[config.mk]
export PLATFORM = sky130hd
export DESIGN_NAME = row_sq_sum
export DESIGN_NICKNAME = d
export VERILOG_FILES = /design/src/rtl/fastica_pkg.sv /design/src/rtl/row_sq_sum_sq_sat.sv /design/src/rtl/row_sq_sum.sv
export SDC_FILE = /design/constraint.sdc
export NUM_CORES = 2
export LEC_CHECK = 0
export ABC_AREA = 1
export BUFFER_PORTS_ARGS = -buffer_cell sky130_fd_sc_hd__buf_2
export CELL_PAD_IN_SITES_DETAIL_PLACEMENT = 1
export CELL_PAD_IN_SITES_GLOBAL_PLACEMENT = 2
export CORE_MARGIN = 4
export CORE_UTILIZATION = 35
export DETAILED_ROUTE_END_ITERATION = 10
export HOLD_SLACK_MARGIN = 0.08
export MAX_ROUTING_LAYER = met4
export PLACE_DENSITY_LB_ADDON = 0.1
export SLEW_MARGIN = 20
export SYNTH_ARGS = -nofsm -noshare
export SYNTH_HDL_FRONTEND = slang
export SYNTH_HIERARCHICAL = 1
export SYNTH_SLANG_ARGS = --single-unit
export TNS_END_PERCENT = 50
[constraint.sdc]
create_clock -name clk_rsq -period 13.9 [get_ports clk_rsq]
set_input_delay 2.78 -clock clk_rsq [delete_from_list [all_inputs] [get_ports clk_rsq]]
set_output_delay 2.78 -clock clk_rsq [all_outputs]
set_load 0.005 [all_outputs]
[src/rtl/fastica_pkg.sv]
// Shared definitions for the fastica fixed-point blocks: FSM encoding, default
// data format and the positive saturation limit of a W-bit signed value.
package fastica_pkg;

    typedef enum logic [1:0] {
        ST_IDLE = 2'd0,
        ST_MAC  = 2'd1,
        ST_DONE = 2'd2
    } rsq_state_t;

    localparam int RSQ_W    = 26;
    localparam int RSQ_FRAC = 13;

    localparam logic [RSQ_W-1:0] RSQ_SAT_MAX = {1'b0, {(RSQ_W-1){1'b1}}};

endpackage

[src/rtl/row_sq_sum_sq_sat.sv]
// Square of one fixed-point element, rescaled by FRAC and clamped to 0..2^(W-1)-1.
// Purely combinational; no flow control.
module sq_sat
    import fastica_pkg::*;
#(
    parameter int W    = RSQ_W,
    parameter int FRAC = RSQ_FRAC
) (
    input  logic signed [W-1:0] i_e,
    output logic        [W-1:0] o_sq
);

    localparam logic [W-1:0] SAT_MAX = (W == RSQ_W) ? RSQ_SAT_MAX : {1'b0, {(W-1){1'b1}}};

    logic signed [2*W-1:0] w_ext;
    logic signed [2*W-1:0] w_prod;
    logic signed [2*W-1:0] w_shift;

    // The exact product of two W-bit signed values always fits in 2W bits.
    assign w_ext   = {{W{i_e[W-1]}}, i_e};
    assign w_prod  = w_ext * w_ext;
    assign w_shift = w_prod >>> FRAC;

    always_comb begin
        o_sq = w_shift[W-1:0];
        if (w_shift[2*W-1]) begin
            o_sq = '0;
        end else if ($unsigned(w_shift) > {{W{1'b0}}, SAT_MAX}) begin
            o_sq = SAT_MAX;
        end
    end

endmodule

[src/rtl/row_sq_sum.sv]
// Squared Euclidean norm of each row of a latched 4x4 fixed-point matrix.
// One element per cycle; done_rsq pulses 17 cycles after start is sampled; start ignored while busy.
module row_sq_sum
    import fastica_pkg::*;
#(
    parameter int W    = RSQ_W,
    parameter int FRAC = RSQ_FRAC
) (
    input  logic                clk_rsq,
    input  logic                rst_rsq,
    input  logic                start_rsq,
    input  logic signed [W-1:0] i11, i12, i13, i14,
    input  logic signed [W-1:0] i21, i22, i23, i24,
    input  logic signed [W-1:0] i31, i32, i33, i34,
    input  logic signed [W-1:0] i41, i42, i43, i44,
    output logic                busy_rsq,
    output logic                done_rsq,
    output logic signed [W-1:0] o11, o12, o13, o14,
    output logic signed [W-1:0] o21, o22, o23, o24,
    output logic signed [W-1:0] o31, o32, o33, o34,
    output logic signed [W-1:0] o41, o42, o43, o44,
    output logic signed [W-1:0] sum1, sum2, sum3, sum4
);

    localparam logic [W-1:0] SAT_MAX = (W == RSQ_W) ? RSQ_SAT_MAX : {1'b0, {(W-1){1'b1}}};

    rsq_state_t         r_state;
    rsq_state_t         w_next;
    logic signed [W-1:0] w_in  [16];
    logic signed [W-1:0] r_mat [16];
    logic        [W-1:0] r_acc [4];
    logic        [W-1:0] r_sum [4];
    logic        [3:0]   r_cnt;
    logic                r_done;
    logic        [W-1:0] w_sq;
    logic        [W:0]   w_acc_sum;
    logic        [W-1:0] w_acc_nxt;

    assign w_in[0]  = i11; assign w_in[1]  = i12; assign w_in[2]  = i13; assign w_in[3]  = i14;
    assign w_in[4]  = i21; assign w_in[5]  = i22; assign w_in[6]  = i23; assign w_in[7]  = i24;
    assign w_in[8]  = i31; assign w_in[9]  = i32; assign w_in[10] = i33; assign w_in[11] = i34;
    assign w_in[12] = i41; assign w_in[13] = i42; assign w_in[14] = i43; assign w_in[15] = i44;

    always_ff @(posedge clk_rsq) begin
        if (rst_rsq) r_state <= ST_IDLE;
        else         r_state <= w_next;
    end

    always_comb begin
        w_next = r_state;
        case (r_state)
            ST_IDLE: if (start_rsq) w_next = ST_MAC;
            ST_MAC:  if (r_cnt == 4'd15) w_next = ST_DONE;
            ST_DONE: w_next = ST_IDLE;
            default: w_next = ST_IDLE;
        endcase
    end

    always_comb begin
        busy_rsq = (r_state == ST_MAC);
        done_rsq = r_done;
    end

    sq_sat #(.W(W), .FRAC(FRAC)) u_sq_sat (
        .i_e  (r_mat[r_cnt]),
        .o_sq (w_sq)
    );

    // Both operands are at most SAT_MAX, so one extra bit cannot overflow.
    assign w_acc_sum = {1'b0, r_acc[r_cnt[3:2]]} + {1'b0, w_sq};
    assign w_acc_nxt = (w_acc_sum > {1'b0, SAT_MAX}) ? SAT_MAX : w_acc_sum[W-1:0];

    always_ff @(posedge clk_rsq) begin
        if (rst_rsq) begin
            for (int i = 0; i < 16; i++) r_mat[i] <= '0;
            for (int i = 0; i < 4; i++) begin
                r_acc[i] <= '0;
                r_sum[i] <= '0;
            end
            r_cnt  <= '0;
            r_done <= 1'b0;
        end else begin
            r_done <= 1'b0;
            case (r_state)
                ST_IDLE: begin
                    if (start_rsq) begin
                        for (int i = 0; i < 16; i++) r_mat[i] <= w_in[i];
                        for (int i = 0; i < 4; i++) r_acc[i] <= '0;
                        r_cnt <= '0;
                    end
                end
                ST_MAC: begin
                    r_acc[r_cnt[3:2]] <= w_acc_nxt;
                    if (r_cnt != 4'd15) r_cnt <= r_cnt + 4'd1;
                end
                ST_DONE: begin
                    for (int i = 0; i < 4; i++) r_sum[i] <= r_acc[i];
                    r_done <= 1'b1;
                end
                default: ;
            endcase
        end
    end

    assign o11 = r_mat[0];  assign o12 = r_mat[1];  assign o13 = r_mat[2];  assign o14 = r_mat[3];
    assign o21 = r_mat[4];  assign o22 = r_mat[5];  assign o23 = r_mat[6];  assign o24 = r_mat[7];
    assign o31 = r_mat[8];  assign o32 = r_mat[9];  assign o33 = r_mat[10]; assign o34 = r_mat[11];
    assign o41 = r_mat[12]; assign o42 = r_mat[13]; assign o43 = r_mat[14]; assign o44 = r_mat[15];

    assign sum1 = r_sum[0];
    assign sum2 = r_sum[1];
    assign sum3 = r_sum[2];
    assign sum4 = r_sum[3];

endmodule

==> results.md <==
- Startpoint of the tightest hold check path: r_cnt[1]
- Setup ws final: approximately 1.0 ns
- All-layer global routing usage: between 30 and 40%
- Most common cell on crit path: sky130_fd_sc_hd__nand2_1
- Clock sink total: between 600 and 700
- Count of pins on the block boundary: between 900 and 1,000
- Initial core utilization: a little over a third
- Total number of vias: about 45,000
- Biggest fanout along the worst timing path: between 60 and 70
- Top delay family on crit path: adder cells
- Die Width: 405 um
- Ys Warns: 6
- Max Cap Viol: 0
- Post-CTS setup buffer count: 0
- Antenna violation net count after detailed routing: 0
- Fmax: 77.8 MHz
- Post-synthesis instance area: 55,100 um2
- Clock H-tree levels: 3
- Worst reg2reg setup slack: approximately 1.0 ns
- WL/cell: 28.4 um
- Setup repair after global routing missed its margin: false
- Total core area: roughly 160,000 um2
- Setup skew after layout: between 0.06 and 0.07 ns
- Count of distinct cell types in the synthesized netlist: between 50 and 60
- Transition at the pin with the smallest max-transition slack: roughly 1.1 ns
- Inserted Clock Buffers: between 70 and 80
- Category of the critical setup timing path: reg2reg
- Routed wire length: ~260 mm
- First-pass detailed-route iteration total: 6
- Maximum number of pins on one net before global-route repair: 176
- Accumulated negative setup slack: 0 ns
- Endpoint kind of the worst setup timing path: flop
- Crit-path max cell delay: 0.78 ns
- Global-route wire length before repair: about 370 mm
- Share of the yosys chip area belonging to registers: between 30 and 40%
- Avg Vias per Cell: 4.88
- Hold Buf Count CTS: 0
- Total setup violations reported at the end of the flow: 0
- TritonCTS clock tree: done
- First-iteration detailed-routing DRC count: approximately 3,600
- Fin. max-slew vios: 0
- Period Utilization, post-route: between 90% and 100%
- Clock latency reported for the late side of the worst-skew pair: around 0.70 ns
- Worst slew margin relative to its limit: between 20% and 30%
- Die footprint: approximately 160,000 um2
- Post-CTS clock slew at the launch and capture registers of the worst setup and hold paths: ~0.06 ns
- Hold Crit Class: reg2reg
- Flip-flop and latch count after synthesis: 635
- Final Critical Period: between 10 and 15 ns
- Syn avg cell area: between 8 and 9 um2
- CP arrival: 13.26 ns
- Req. time, crit path: 14.30 ns
- Die extent in y: slightly above 400 um
- Number of global-route vias before repair: about 48,000
- Buffers & Inverters on Critical Path: 8
- Worst-path cell with the longest stage delay: sky130_fd_sc_hd__dfxtp_4
- Synthesis-to-finish area growth: 17.7%
- Post-cts sizing count: 0
- DRC violations left: 0
- Number of antenna violations at the first check in global routing: 88
- Routability Congestion: a little under 1
- Cell count after synthesis: roughly 6,000
- Cell Rows: roughly 150
- Clock tree root buffer cell: sky130_fd_sc_hd__clkbuf_16
- Maximum buffer depth of the clock tree: 3
- Total overflow reported by the global router: 0
- Startpoint type of the worst setup path: flop
- Worst slack at placement: ~1.0 ns
- Number of buffers added on ports: 940
- Tightest hold margin: approximately 0.52 ns
- Layout cells sized above 1: about a fifth
- Final Hold Viols: 0
- Layout net count: roughly 8,300
- DPL Wire Length: around 220 mm
- Run status: completed
-- state kept, by name, summed over array words and instances (netlist names), named ones only --
register,flops
r_mat,416
r_acc,104
r_sum,104
r_cnt,4
r_state,2
done_rsq,1
-- worst min-delay path: cells and delay by family (launching register included) --
| family | cells | cell delay, ns |
|---|---|---|
| flip-flops | 1 | 0.33 |
| AO/OA/AOI/OAI | 1 | 0.08 |
| buffers and inverters | 1 | 0.06 |
-- routing by layer --
| layer | track usage, % | vias to the layer above | wire [um] |
|---|---|---|---|
| met1 | 40.9 | 22877 | 108000 |
| met2 | 51.9 | 1501 | 122000 |
| met3 | 7.52 | 306 | 19000 |
| met4 | 11.5 | 0 | 11600 |
| met5 | - | - | 0 |
| li1 | - | 20101 | - |
-- layout make-up --
class / instances / area (um2)
diodes: 59 / 148
clock buffers: 104 / 2070
clock inverters: 41 / 480
fillers: 18596 / 91600
inverters: 1850 / 6960
multi-input cells: 3406 / 28200
flip-flops and latches: 635 / 19000
well taps: 2058 / 2570
repair buffers: 1030 / 5470
-- stage by stage --
step	util, %	std cells	cell area (um2)
final	41.4	9183	64800
after global routing	41.4	9178	64800
after CTS	41.3	9123	64600
after detailed placement	39.7	8978	62100
after global placement	39.7	8978	62100
after floorplan	-	6139	55100
-- synth_stat cells, drive strengths merged --
cell | n | area share [%]
dfxtp | 11 | 0.40
o31ai | 2 | 0.027
nor4 | 1 | 0.039
xor2 | 30 | 0.48
a32oi | 1 | 0.016
inv | 1846 | 13
a31oi | 29 | 0.34
nand3 | 102 | 1.0
o211ai | 104 | 1.4
clkbuf | 197 | 1.4
and3 | 2 | 0.023
nor2 | 784 | 6.5
a21o | 3 | 0.041
ha | 174 | 4.0
nor3 | 18 | 0.22
o21bai | 15 | 0.23
edfxtp | 624 | 34
nand3b | 2 | 0.027
fa | 656 | 24
o21a | 1 | 0.014
conb | 2 | 0.014
o21ai | 174 | 1.6
buf | 51 | 0.60
a21oi | 249 | 2.3
a31o | 1 | 0.016
a21boi | 1 | 0.014
nand4 | 25 | 0.28
mux2i | 104 | 1.9
xnor2 | 36 | 0.57
a211oi | 1 | 0.014
clkinv | 4 | 0.027
or2 | 4 | 0.045
nand2 | 881 | 6.1
and2 | 1 | 0.011
-- path summary, 6_finish.rpt --
kind,to,cells past startpoint
hold / removal,r_cnt[1],2
setup / recovery,r_acc[1][11],42
setup reg to reg,r_acc[1][11],42
hold reg to reg,r_cnt[1],2
-- placed cells by master (no fill, tap or decap), types with 24 or more instances in the layout --
| cell type | instances |
|---|---|
| sky130_fd_sc_hd__a21oi_1 | 248 |
| sky130_fd_sc_hd__a31oi_1 | 28 |
| sky130_fd_sc_hd__buf_2 | 939 |
| sky130_fd_sc_hd__buf_4 | 84 |
| sky130_fd_sc_hd__clkbuf_1 | 25 |
| sky130_fd_sc_hd__clkbuf_16 | 79 |
| sky130_fd_sc_hd__diode_2 | 59 |
| sky130_fd_sc_hd__edfxtp_1 | 624 |
| sky130_fd_sc_hd__fa_1 | 656 |
| sky130_fd_sc_hd__ha_1 | 174 |
| sky130_fd_sc_hd__inv_1 | 1824 |
| sky130_fd_sc_hd__mux2i_1 | 104 |
| sky130_fd_sc_hd__nand2_1 | 855 |
| sky130_fd_sc_hd__nand2_2 | 24 |
| sky130_fd_sc_hd__nand3_1 | 95 |
| sky130_fd_sc_hd__nand4_1 | 25 |
| sky130_fd_sc_hd__nor2_1 | 652 |
| sky130_fd_sc_hd__nor2_2 | 104 |
| sky130_fd_sc_hd__o211ai_1 | 104 |
| sky130_fd_sc_hd__o21ai_0 | 169 |
| sky130_fd_sc_hd__xnor2_1 | 36 |
| sky130_fd_sc_hd__xor2_1 | 30 |
-- cells by family after synthesis --
kind of cell / synth area share (%)
and+or+nand+nor: 14.3
muxes: 1.89
xor gates and xnor gates: 1.05
adders and majority gates: 27.8
other: 0.0136
buffers and inverters: 14.6
AOI/OAI and AO/OA: 5.99
DFF: 34.4
Power is left out: the tool's default activity adds up to more than one toggle a clock period on the data nets, which glitch-free logic cannot reach.
